$ cat config.mk
export PLATFORM = sky130hd
export DESIGN_NAME = rocket_frame_readout_flat
export DESIGN_NICKNAME = d
export VERILOG_FILES = /design/src/rtl/rocket_frame_readout_if.sv /design/src/rtl/rocket_frame_readout.sv /design/src/flat_wrapper.sv
export SDC_FILE = /design/constraint.sdc
export NUM_CORES = 1
export LEC_CHECK = 0
export CAP_MARGIN = 20
export CORE_MARGIN = 1.5
export CORE_UTILIZATION = 35
export CTS_BUF_LIST = sky130_fd_sc_hd__clkbuf_4
export CTS_CLUSTER_SIZE = 40
export DETAILED_ROUTE_END_ITERATION = 16
export HOLD_SLACK_MARGIN = 0.03
export PLACE_DENSITY_LB_ADDON = 0.25
export SETUP_SLACK_MARGIN = 0.4
export SYNTH_ARGS = -nofsm -noshare
export SYNTH_HDL_FRONTEND = slang
export SYNTH_SLANG_ARGS = --single-unit
$ cat constraint.sdc
create_clock -name clk50 -period 16.02 [get_ports clk50]
set_clock_uncertainty 0.2 [all_clocks]
set_input_delay 4.005 -clock clk50 [delete_from_list [all_inputs] [get_ports clk50]]
set_output_delay 4.005 -clock clk50 [all_outputs]
set_load 0.01 [all_outputs]
$ cat src/rtl/rocket_frame_readout_if.sv
// rocket_frame_readout_if: collection handshake, snapshot words and rocket serial link.
interface rocket_frame_readout_if #(
    parameter int WORD_W = 10,
    parameter int NWORDS = 53
);
    logic                       collect_done;
    logic [NWORDS*WORD_W-1:0]   words_in;
    logic                       gtclk;
    logic                       invload;
    logic                       data_out;
    logic                       cnt_clr;
    logic                       cnt_start;
    logic                       busy;
    logic                       frame_done;
    logic                       overrun;

    modport master (
        output collect_done, words_in, gtclk, invload,
        input  data_out, cnt_clr, cnt_start, busy, frame_done, overrun
    );

    modport slave (
        input  collect_done, words_in, gtclk, invload,
        output data_out, cnt_clr, cnt_start, busy, frame_done, overrun
    );
endinterface

$ cat src/rtl/rocket_frame_readout.sv
// rocket_frame_readout: snapshots science words and serves them to the rocket TM link as
// SYNC, NWORDS data words, checksum; each word loaded on invload, shifted MSB-first on gtclk.
module rocket_frame_readout #(
    parameter int                WORD_W    = 10,
    parameter int                NWORDS    = 53,
    parameter logic [WORD_W-1:0] SYNC_WORD = WORD_W'('h2E5),
    parameter logic [WORD_W-1:0] FILL_WORD = '0,
    parameter int                IDX_W     = 6
) (
    input logic                     clk50,
    input logic                     rst_n,
    rocket_frame_readout_if.slave   bus
);
    typedef enum logic [1:0] {IDLE, SNAP, SEND} state_t;

    localparam logic [IDX_W-1:0] LAST = IDX_W'(NWORDS + 1);

    state_t                     r_state, w_state_nx;
    logic [2:0]                 r_gt_sync, r_ld_sync;
    logic [NWORDS*WORD_W-1:0]   r_buf;
    logic [WORD_W-1:0]          r_sr, r_sum, w_word, w_load_val;
    logic [IDX_W-1:0]           r_idx, w_sel;
    logic                       r_data_out, r_cnt_clr, r_cnt_start, r_busy, r_frame_done, r_overrun;
    logic                       w_gt_rise, w_ld_fall, w_accept, w_is_data, w_last_ld, w_send_ld;

    // [1] is the synchronised level, [2] its previous value for edge detection
    assign w_gt_rise = r_gt_sync[1] & ~r_gt_sync[2];
    assign w_ld_fall = ~r_ld_sync[1] & r_ld_sync[2];
    assign w_accept  = (r_state == IDLE) && bus.collect_done;
    assign w_sel     = r_idx - 1'b1;
    assign w_word    = r_buf[w_sel*WORD_W +: WORD_W];
    assign w_is_data = (r_idx != '0) && (r_idx != LAST);
    assign w_send_ld = (r_state == SEND) && w_ld_fall;

    always_comb begin
        w_state_nx = r_state;
        w_load_val = FILL_WORD;
        w_last_ld  = 1'b0;
        case (r_state)
            IDLE: w_state_nx = bus.collect_done ? SNAP : IDLE;
            SNAP: w_state_nx = SEND;
            SEND: begin
                w_load_val = (r_idx == '0) ? SYNC_WORD : (r_idx == LAST) ? r_sum : w_word;
                w_last_ld  = w_ld_fall && (r_idx == LAST);
                w_state_nx = w_last_ld ? IDLE : SEND;
            end
            default: w_state_nx = IDLE;
        endcase
    end

    always_ff @(posedge clk50 or negedge rst_n) begin
        if (!rst_n) r_state <= IDLE;
        else        r_state <= w_state_nx;
    end

    always_ff @(posedge clk50 or negedge rst_n) begin
        if (!rst_n) begin
            r_gt_sync    <= '0;
            r_ld_sync    <= '1;
            r_sr         <= FILL_WORD;
            r_data_out   <= 1'b0;
            r_buf        <= '0;
            r_sum        <= '0;
            r_idx        <= '0;
            r_cnt_clr    <= 1'b0;
            r_cnt_start  <= 1'b0;
            r_busy       <= 1'b0;
            r_frame_done <= 1'b0;
            r_overrun    <= 1'b0;
        end else begin
            r_gt_sync    <= {r_gt_sync[1:0], bus.gtclk};
            r_ld_sync    <= {r_ld_sync[1:0], bus.invload};
            r_data_out   <= r_sr[WORD_W-1];
            // a load in the same cycle as a shift edge wins; the shift is dropped
            r_sr         <= w_ld_fall ? w_load_val : w_gt_rise ? {r_sr[WORD_W-2:0], 1'b0} : r_sr;
            r_buf        <= w_accept ? bus.words_in : r_buf;
            r_sum        <= w_accept ? '0 : (w_send_ld && w_is_data) ? r_sum + w_word : r_sum;
            r_idx        <= (r_state == SNAP) ? '0 : w_send_ld ? r_idx + 1'b1 : r_idx;
            r_cnt_clr    <= w_accept;
            r_cnt_start  <= r_state == SNAP;
            r_busy       <= (r_state == SNAP) ? 1'b1 : w_last_ld ? 1'b0 : r_busy;
            r_frame_done <= w_last_ld;
            r_overrun    <= r_overrun | (bus.collect_done && r_state != IDLE);
        end
    end

    assign bus.data_out   = r_data_out;
    assign bus.cnt_clr    = r_cnt_clr;
    assign bus.cnt_start  = r_cnt_start;
    assign bus.busy       = r_busy;
    assign bus.frame_done = r_frame_done;
    assign bus.overrun    = r_overrun;
endmodule

$ cat src/flat_wrapper.sv
// flat-port wrapper written by rule: the top's interface ports become plain ports
module rocket_frame_readout_flat 
#(
    parameter int                WORD_W    = 10,
    parameter int                NWORDS    = 53,
    parameter logic [WORD_W-1:0] SYNC_WORD = WORD_W'('h2E5),
    parameter logic [WORD_W-1:0] FILL_WORD = '0,
    parameter int                IDX_W     = 6
)
  (clk50, rst_n, bus_collect_done, bus_words_in, bus_gtclk, bus_invload, bus_data_out, bus_cnt_clr, bus_cnt_start, bus_busy, bus_frame_done, bus_overrun);
  rocket_frame_readout_if #(.WORD_W(WORD_W), .NWORDS(NWORDS)) bus_i ();
  input logic clk50;
  input logic rst_n;
  input wire logic [$bits(bus_i.collect_done)-1:0] bus_collect_done;
  input wire logic [$bits(bus_i.words_in)-1:0] bus_words_in;
  input wire logic [$bits(bus_i.gtclk)-1:0] bus_gtclk;
  input wire logic [$bits(bus_i.invload)-1:0] bus_invload;
  output wire logic [$bits(bus_i.data_out)-1:0] bus_data_out;
  output wire logic [$bits(bus_i.cnt_clr)-1:0] bus_cnt_clr;
  output wire logic [$bits(bus_i.cnt_start)-1:0] bus_cnt_start;
  output wire logic [$bits(bus_i.busy)-1:0] bus_busy;
  output wire logic [$bits(bus_i.frame_done)-1:0] bus_frame_done;
  output wire logic [$bits(bus_i.overrun)-1:0] bus_overrun;
  assign bus_i.collect_done = bus_collect_done;
  assign bus_i.words_in = bus_words_in;
  assign bus_i.gtclk = bus_gtclk;
  assign bus_i.invload = bus_invload;
  assign bus_data_out = bus_i.data_out;
  assign bus_cnt_clr = bus_i.cnt_clr;
  assign bus_cnt_start = bus_i.cnt_start;
  assign bus_busy = bus_i.busy;
  assign bus_frame_done = bus_i.frame_done;
  assign bus_overrun = bus_i.overrun;
  rocket_frame_readout #(.WORD_W(WORD_W), .NWORDS(NWORDS), .SYNC_WORD(SYNC_WORD), .FILL_WORD(FILL_WORD), .IDX_W(IDX_W)) u_core (.clk50(clk50), .rst_n(rst_n), .bus(bus_i));
endmodule
After elaboration in Yosys (flattened, before gate mapping)

Index checks and enable logic that the tools add are counted.

Input port bits: 535
Bits in registers: 570
Word-level logic and storage cells: 56

Add/sub/neg operators: 3
Multiply operators: 1
Reductions and logical operators: 14
Equal/unequal tests: 4
Multiplexer cells: 15
Shifts and indexed selects: 1
Bitwise operators: 5

Operator list:

| cell                                                               | count |
|---|---|
| 530-bit by 11-bit indexed part select with 10-bit output           | 1 |
| 10-bit 2-to-1 mux                                                  | 7 |
| 6-bit 2-to-1 mux                                                   | 2 |
| 10-bit adder                                                       | 1 |
| 2-bit nonzero test                                                 | 5 |
| 6-bit by 3-bit multiplier with 9-bit output, second input constant | 1 |
| 6-bit by 1-bit adder with 6-bit output, second input constant      | 1 |
| 6-bit == test, second input constant                               | 1 |
| 1-bit logical AND                                                  | 6 |
| 6-bit zero test                                                    | 1 |
| 6-bit != test, second input constant                               | 1 |
| 2-bit one-hot mux with 3 select lines                              | 1 |
| 6-bit nonzero test                                                 | 1 |
| 6-bit by 1-bit subtractor with 6-bit output, second input constant | 1 |
| 1-bit 2-to-1 mux                                                   | 4 |
| 1-bit AND                                                          | 2 |
| 2-bit by 1-bit == test with 1-bit output, second input constant    | 1 |
| 2-bit == test, second input constant                               | 1 |
| 2-bit zero test                                                    | 1 |
| 2-bit 2-to-1 mux                                                   | 1 |
| 1-bit inverter                                                     | 2 |
| 1-bit bitwise OR                                                   | 1 |

Depth between registers and ports, before layout

Depth in word-level cells: 7
Mapped depth: 24
Gate-level depth less buffers: 18

Least setup slack after synthesis

Ideal clock, no wire load.

Path type: register -> register
Start: reg u_core.r_idx[0]
End: reg u_core.r_sum[8]
Arrival time: 5118 ps
Clock period less this slack: 5453 ps
Slack: 10567 ps
Cell stages (with the launch flop): 24
Path through: dfrtp_1 -> buf_2 -> buf_4 -> buf_4 -> buf_2 -> inv_1 -> ha_1 -> buf_2 -> buf_1 -> clkbuf_1 -> mux4_2 -> mux4_2 -> nand2_1 -> a31oi_1 -> ha_1 -> fa_1 -> a21o_1 -> a21oi_1 -> o21bai_1 -> a21oi_1 -> o21bai_1 -> a21oi_1 -> xor2_1 -> o21ai_0

Word-level cells in the longest chain between the ends: 6
Elaborated cells on any way between the ends: 11

RTL lines:

| item                                                     | RTL line                   | source |
|---|---|---|
| start: declaration                                       | rocket_frame_readout.sv:22 | `logic [IDX_W-1:0] r_idx, w_sel;` |
| start signal: assignment                                 | rocket_frame_readout.sv:78 | `r_idx <= (r_state == SNAP) ? '0 : w_send_ld ? r_idx + 1'b1 : r_idx;` |
| 6-bit by 1-bit subtractor with 6-bit output              | rocket_frame_readout.sv:30 | `assign w_sel = r_idx - 1'b1;` |
| 6-bit by 3-bit multiplier with 9-bit output              | rocket_frame_readout.sv:31 | `assign w_word = r_buf[w_sel*WORD_W +: WORD_W];` |
| 530-bit by 11-bit indexed part select with 10-bit output | rocket_frame_readout.sv:31 |  |
| 10-bit adder                                             | rocket_frame_readout.sv:77 | `r_sum <= w_accept ? '0 : (w_send_ld && w_is_data) ? r_sum + w_word : r_sum;` |
| 10-bit 2-to-1 mux (2 in a row)                           | rocket_frame_readout.sv:77 |  |
| end signal: assignment                                   | rocket_frame_readout.sv:77 |  |
| end: declaration                                         | rocket_frame_readout.sv:21 | `logic [WORD_W-1:0] r_sr, r_sum, w_word, w_load_val;` |

Several ways; a longest one is shown, not always the timed one. The select of a mux whose other input is x is not followed.
A chain may end at the register's enable or synchronous reset.

Final worst setup path

Start: in bus_collect_done
End: reg u_core.r_buf[13]

Word-level cells in the longest chain between the ends: 1

RTL lines:

| item                   | RTL line                   | source |
|---|---|---|
| start: declaration     | flat_wrapper.sv:14         | `input wire logic [$bits(bus_i.collect_done)-1:0] bus_collect_done;` |
| 1-bit logical AND      | rocket_frame_readout.sv:29 | `assign w_accept = (r_state == IDLE) && bus.collect_done;` |
| end signal: assignment | rocket_frame_readout.sv:76 | `r_buf <= w_accept ? bus.words_in : r_buf;` |
| end: declaration       | rocket_frame_readout.sv:20 | `logic [NWORDS*WORD_W-1:0] r_buf;` |

No other way between the ends.

==> impl_results.md <==
- Status: complete, no violations
- Final Cell Area: 0.0345 mm^2
- Total Wirelength: 86100 um
- WHS Path Cells: 0
- Post-synth EDFFs: 0
- Antenna-violating nets left: 0
- Met2 Use GR: 0.366
- Inserted Clock Buffers: 162
- # DRC: 0
- Total Power: 6.54 mW
- Crit start category: primary input
- Clock share of power: 0.215
- Cell Pwr Density: 190 mW/mm^2
- Fin Hold WS: 143 ps
- Max-Slew Margin vs Limit: 0.0983
- GRT Total Usage: 0.228
- GR Util met3: 0.0657
- First-pass GRT wire length: 130000 um
- Number of antenna violations at the first check in global routing: 33
- R2r endpoint: u_core.r_sum[8]
- Sum Neg Setup Slack: 0 ps
- Syn Nets: 3295
- Hold Path Class: reg -> reg
- DP Wirelength: 59500 um
- Clock slew at reported path FFs: 60 ps
- YS warnings: 0
- Setup crit end kind: flop
- Drt wl/cell: 19.5 um
- Post-Syn Area: 0.0260 mm^2
- Placed Instances: 4098
- Post-route insts no fill: 4414
- Cts hold-fix bufs: 0
- Unrepaired setup endpoints after global routing: false
- IO Pins: 541
- Core area: 0.0733 mm^2
- Port Buf Inserts: 540
- Routability cong.: 0.843
- Final Hold Vio Count: 0
- Via density: 4.81
- Post_cts resized: 0
- CTS tree: done
- Largest net degree at the start of global routing: 220
- Die Width: 276 um
- Post-CTS setup buffer count: 0
- Vias in the first global route: 22000
- Gate power share: 0.409
- Pre-CTS WS: 8130 ps
- DRT iter0 DRCs: 1483
- Synth unique cells: 52
- Root buffer cell: clkbuf_4
- Layout Nets: 3853
- Worst r2r path cells: 19
- Critical Path AT: 7580 ps
- Slew Viols, Final: 0
- Die ar.: 0.0760 mm^2
- Seq pwr share: 0.376
- CP required: 16720 ps
- Max Cap Viol: 0
- Row count: 99
- Die Ht: 276 um
- Clk Latency, worst-skew pair: 960 ps
- P_int: 4.04 mW
- Sink Count: 569
- Post-synthesis sequential area ratio: 0.547
- Post-synth top flop: dfrtp_1
- Mapped Cells: 2746
- Global route hottest layer: met2
- Crit Path Class: in -> reg
- R2r startpoint: u_core.r_idx[1]
- Area Overhead vs Synth: 32.4%
- Drt pass-1 iters: 5
- Initial Util: 0.355
- Post-DP Area: 0.0323 mm^2
- Post-route setup slack: 9140 ps
- Ratio of cells with drive above 1 in the final layout: 0.132
- Fin crit share: 0.429
- Vias: 21200
- Async S/R FF share, synth: 1.00
- Final Critical Period: 6880 ps
- Clock buffer depth: 3
- Final core utilization: 0.470
- Net Sw Frac: 0.383
- Worst-margin pin slew: 1350 ps
- Max VDD drop: 0.0810 mV
- Total number of H-tree levels: 4
- Met1 GRT Util: 0.289
- Synth Area per Inst: 9.48 um^2
- Global route overflow: 0
- FMAX: 145 MHz
- FF+latch count, synth: 569
- Leak Pwr: 16.8 nW
- CP Max Fanout: 122
- NetSw: 2.50 mW
- Min-delay src: u_core.r_gt_sync[0]
- Reg2reg setup slack: 9730 ps
- Setup violators final: 0
- WHS Endpoint: u_core.r_gt_sync[1]
## how the worst max path moves through the flow
stage | startpoint | slack (ps) | end | cells after the start
final | bus_collect_done | 9140 | u_core.r_buf[13] | 7
after global routing | bus_collect_done | 8920 | u_core.r_buf[99] | 7
after CTS | bus_collect_done | 9210 | u_core.r_buf[130] | 7
after detailed placement | bus_collect_done | 8130 | u_core.r_buf[53] | 7
after global placement | bus_collect_done | 8160 | u_core.r_buf[10] | 7
after floorplan | u_core.r_idx[0] | 10570 | u_core.r_sum[8] | 23
## power by group through the flow
stage | combinational [mW] | clock, mW | sequential, mW
2_1_floorplan | 1.85 | 0 | 2.35
3_3_place_gp | 2.69 | 0 | 2.46
3_5_place_dp | 2.72 | 0 | 2.47
4_1_cts | 2.73 | 1.46 | 2.45
5_1_grt | 2.96 | 1.54 | 2.54
6_report | 2.67 | 1.41 | 2.46
## synth_stat cells (2+ instances only)
cell type | n | area share
nand2_1 | 1650 | 0.24
dfrtp_1 | 566 | 0.54
mux4_2 | 153 | 0.13
clkbuf_1 | 143 | 0.021
o21ai_0 | 24 | 0.0046
buf_2 | 17 | 0.0033
mux2i_1 | 15 | 0.0058
nand3_1 | 15 | 0.0029
nor2_1 | 15 | 0.0022
a21oi_1 | 13 | 0.0025
ha_1 | 13 | 0.0062
and3_1 | 8 | 0.0019
a31oi_1 | 7 | 0.0017
inv_1 | 7 | 0.0010
xnor2_1 | 7 | 0.0024
xor2_1 | 6 | 0.0020
buf_4 | 5 | 0.0014
nand2b_1 | 5 | 0.0012
o21ai_1 | 5 | 0.00096
a221o_1 | 4 | 0.0015
a221oi_1 | 4 | 0.0013
a32o_1 | 4 | 0.0015
a32oi_1 | 4 | 0.0013
buf_1 | 4 | 0.00058
nand4_1 | 4 | 0.00096
o21a_1 | 4 | 0.0012
o221ai_1 | 4 | 0.0013
a21o_1 | 3 | 0.00086
and2_1 | 3 | 0.00072
dfstp_2 | 3 | 0.0030
nor2b_1 | 3 | 0.00072
o31ai_1 | 3 | 0.00086
a211oi_1 | 2 | 0.00058
buf_6 | 2 | 0.00086
nor3b_1 | 2 | 0.00058
o21bai_1 | 2 | 0.00058
or4_1 | 2 | 0.00058
## logic make-up (layout without fill, tap and decap cells)
family,after synthesis,in the layout,share of synthesized area
muxes,169,169,0.139
xor gates and xnor gates,13,13,0.00437
and+or+nand+nor,1712,1712,0.251
buffers and inverters,179,862,0.0279
adders and majority gates,14,14,0.00702
DFF,569,569,0.547
other,0,26,0
AOI/OAI and AO/OA,90,90,0.0235
## final cells by class
type	instances	area, um^2
Timing Repair Buffer	565	5670
Antenna cell	26	65.1
Inverter	8	37.5
Fill cell	7171	38900
Clock buffer	244	1830
Tap cell	959	1200
Sequential cell	569	14200
Multi-Input combinational cell	1998	11100
Clock inverter	45	300
## sequential cells by signal, indices dropped and copies added (netlist names)
| name | count |
|---|---|
| u_core.bus.frame_done | 1 |
| u_core.r_ld_sync | 3 |
| u_core.r_state | 2 |
| u_core.r_sr | 10 |
| u_core.r_sum | 10 |
| u_core.bus.cnt_start | 1 |
| u_core.r_idx | 6 |
| u_core.bus.overrun | 1 |
| u_core.bus.busy | 1 |
| u_core.bus.data_out | 1 |
| u_core.r_gt_sync | 3 |
| u_core.r_buf | 530 |
## per-layer routing
layer / wire length (um) / part of all wire / vias to the layer above
met2: 42100 / 0.49 / 577
met1: 36200 / 0.42 / 10400
met3: 5520 / 0.064 / 158
met4: 2050 / 0.024 / 26
li1: - / - / 10100
met5: 167 / 0.0019 / -
## placed cells by master, fill, tap and decap left out, types with 3 or more instances in the layout
| cell | synthesis | layout |
|---|---|---|
| a21o_1 | 3 | 3 |
| a32o_1 | 4 | 4 |
| dfrtp_1 | 566 | 565 |
| o221ai_1 | 4 | 4 |
| inv_1 | 7 | 7 |
| bufinv_16 | 0 | 4 |
| ha_1 | 13 | 12 |
| xnor2_1 | 7 | 5 |
| a221oi_1 | 4 | 4 |
| a21oi_1 | 13 | 13 |
| and3_1 | 8 | 8 |
| mux2i_1 | 15 | 15 |
| o21ai_1 | 5 | 5 |
| a32oi_1 | 4 | 4 |
| nor2b_1 | 3 | 3 |
| nand4_1 | 4 | 4 |
| a31oi_1 | 7 | 7 |
| clkinv_4 | 0 | 3 |
| buf_4 | 5 | 20 |
| clkinv_1 | 0 | 31 |
| inv_2 | 1 | 3 |
| diode_2 | 0 | 26 |
| o21ai_0 | 24 | 24 |
| xor2_1 | 6 | 4 |
| dfstp_2 | 3 | 3 |
| a221o_1 | 4 | 4 |
| nor2_1 | 15 | 15 |
| clkbuf_4 | 0 | 244 |
| nand3_1 | 15 | 15 |
| buf_12 | 0 | 4 |
| o21a_1 | 4 | 4 |
| nand2_1 | 1650 | 1649 |
| nand2b_1 | 5 | 5 |
| mux4_2 | 153 | 153 |
| clkdlybuf4s50_1 | 0 | 539 |
| o31ai_1 | 3 | 3 |
| and2_1 | 3 | 3 |
## worst max-delay path, cell delays in order
cell             delay, ps
clkdlybuf4s50_1        520
nand2_4                310
inv_8                  590
buf_4                  860
buf_4                  890
nand2_1                140
nand2_1                 90
No activity file was read; power rests on OpenSTA's default activity.
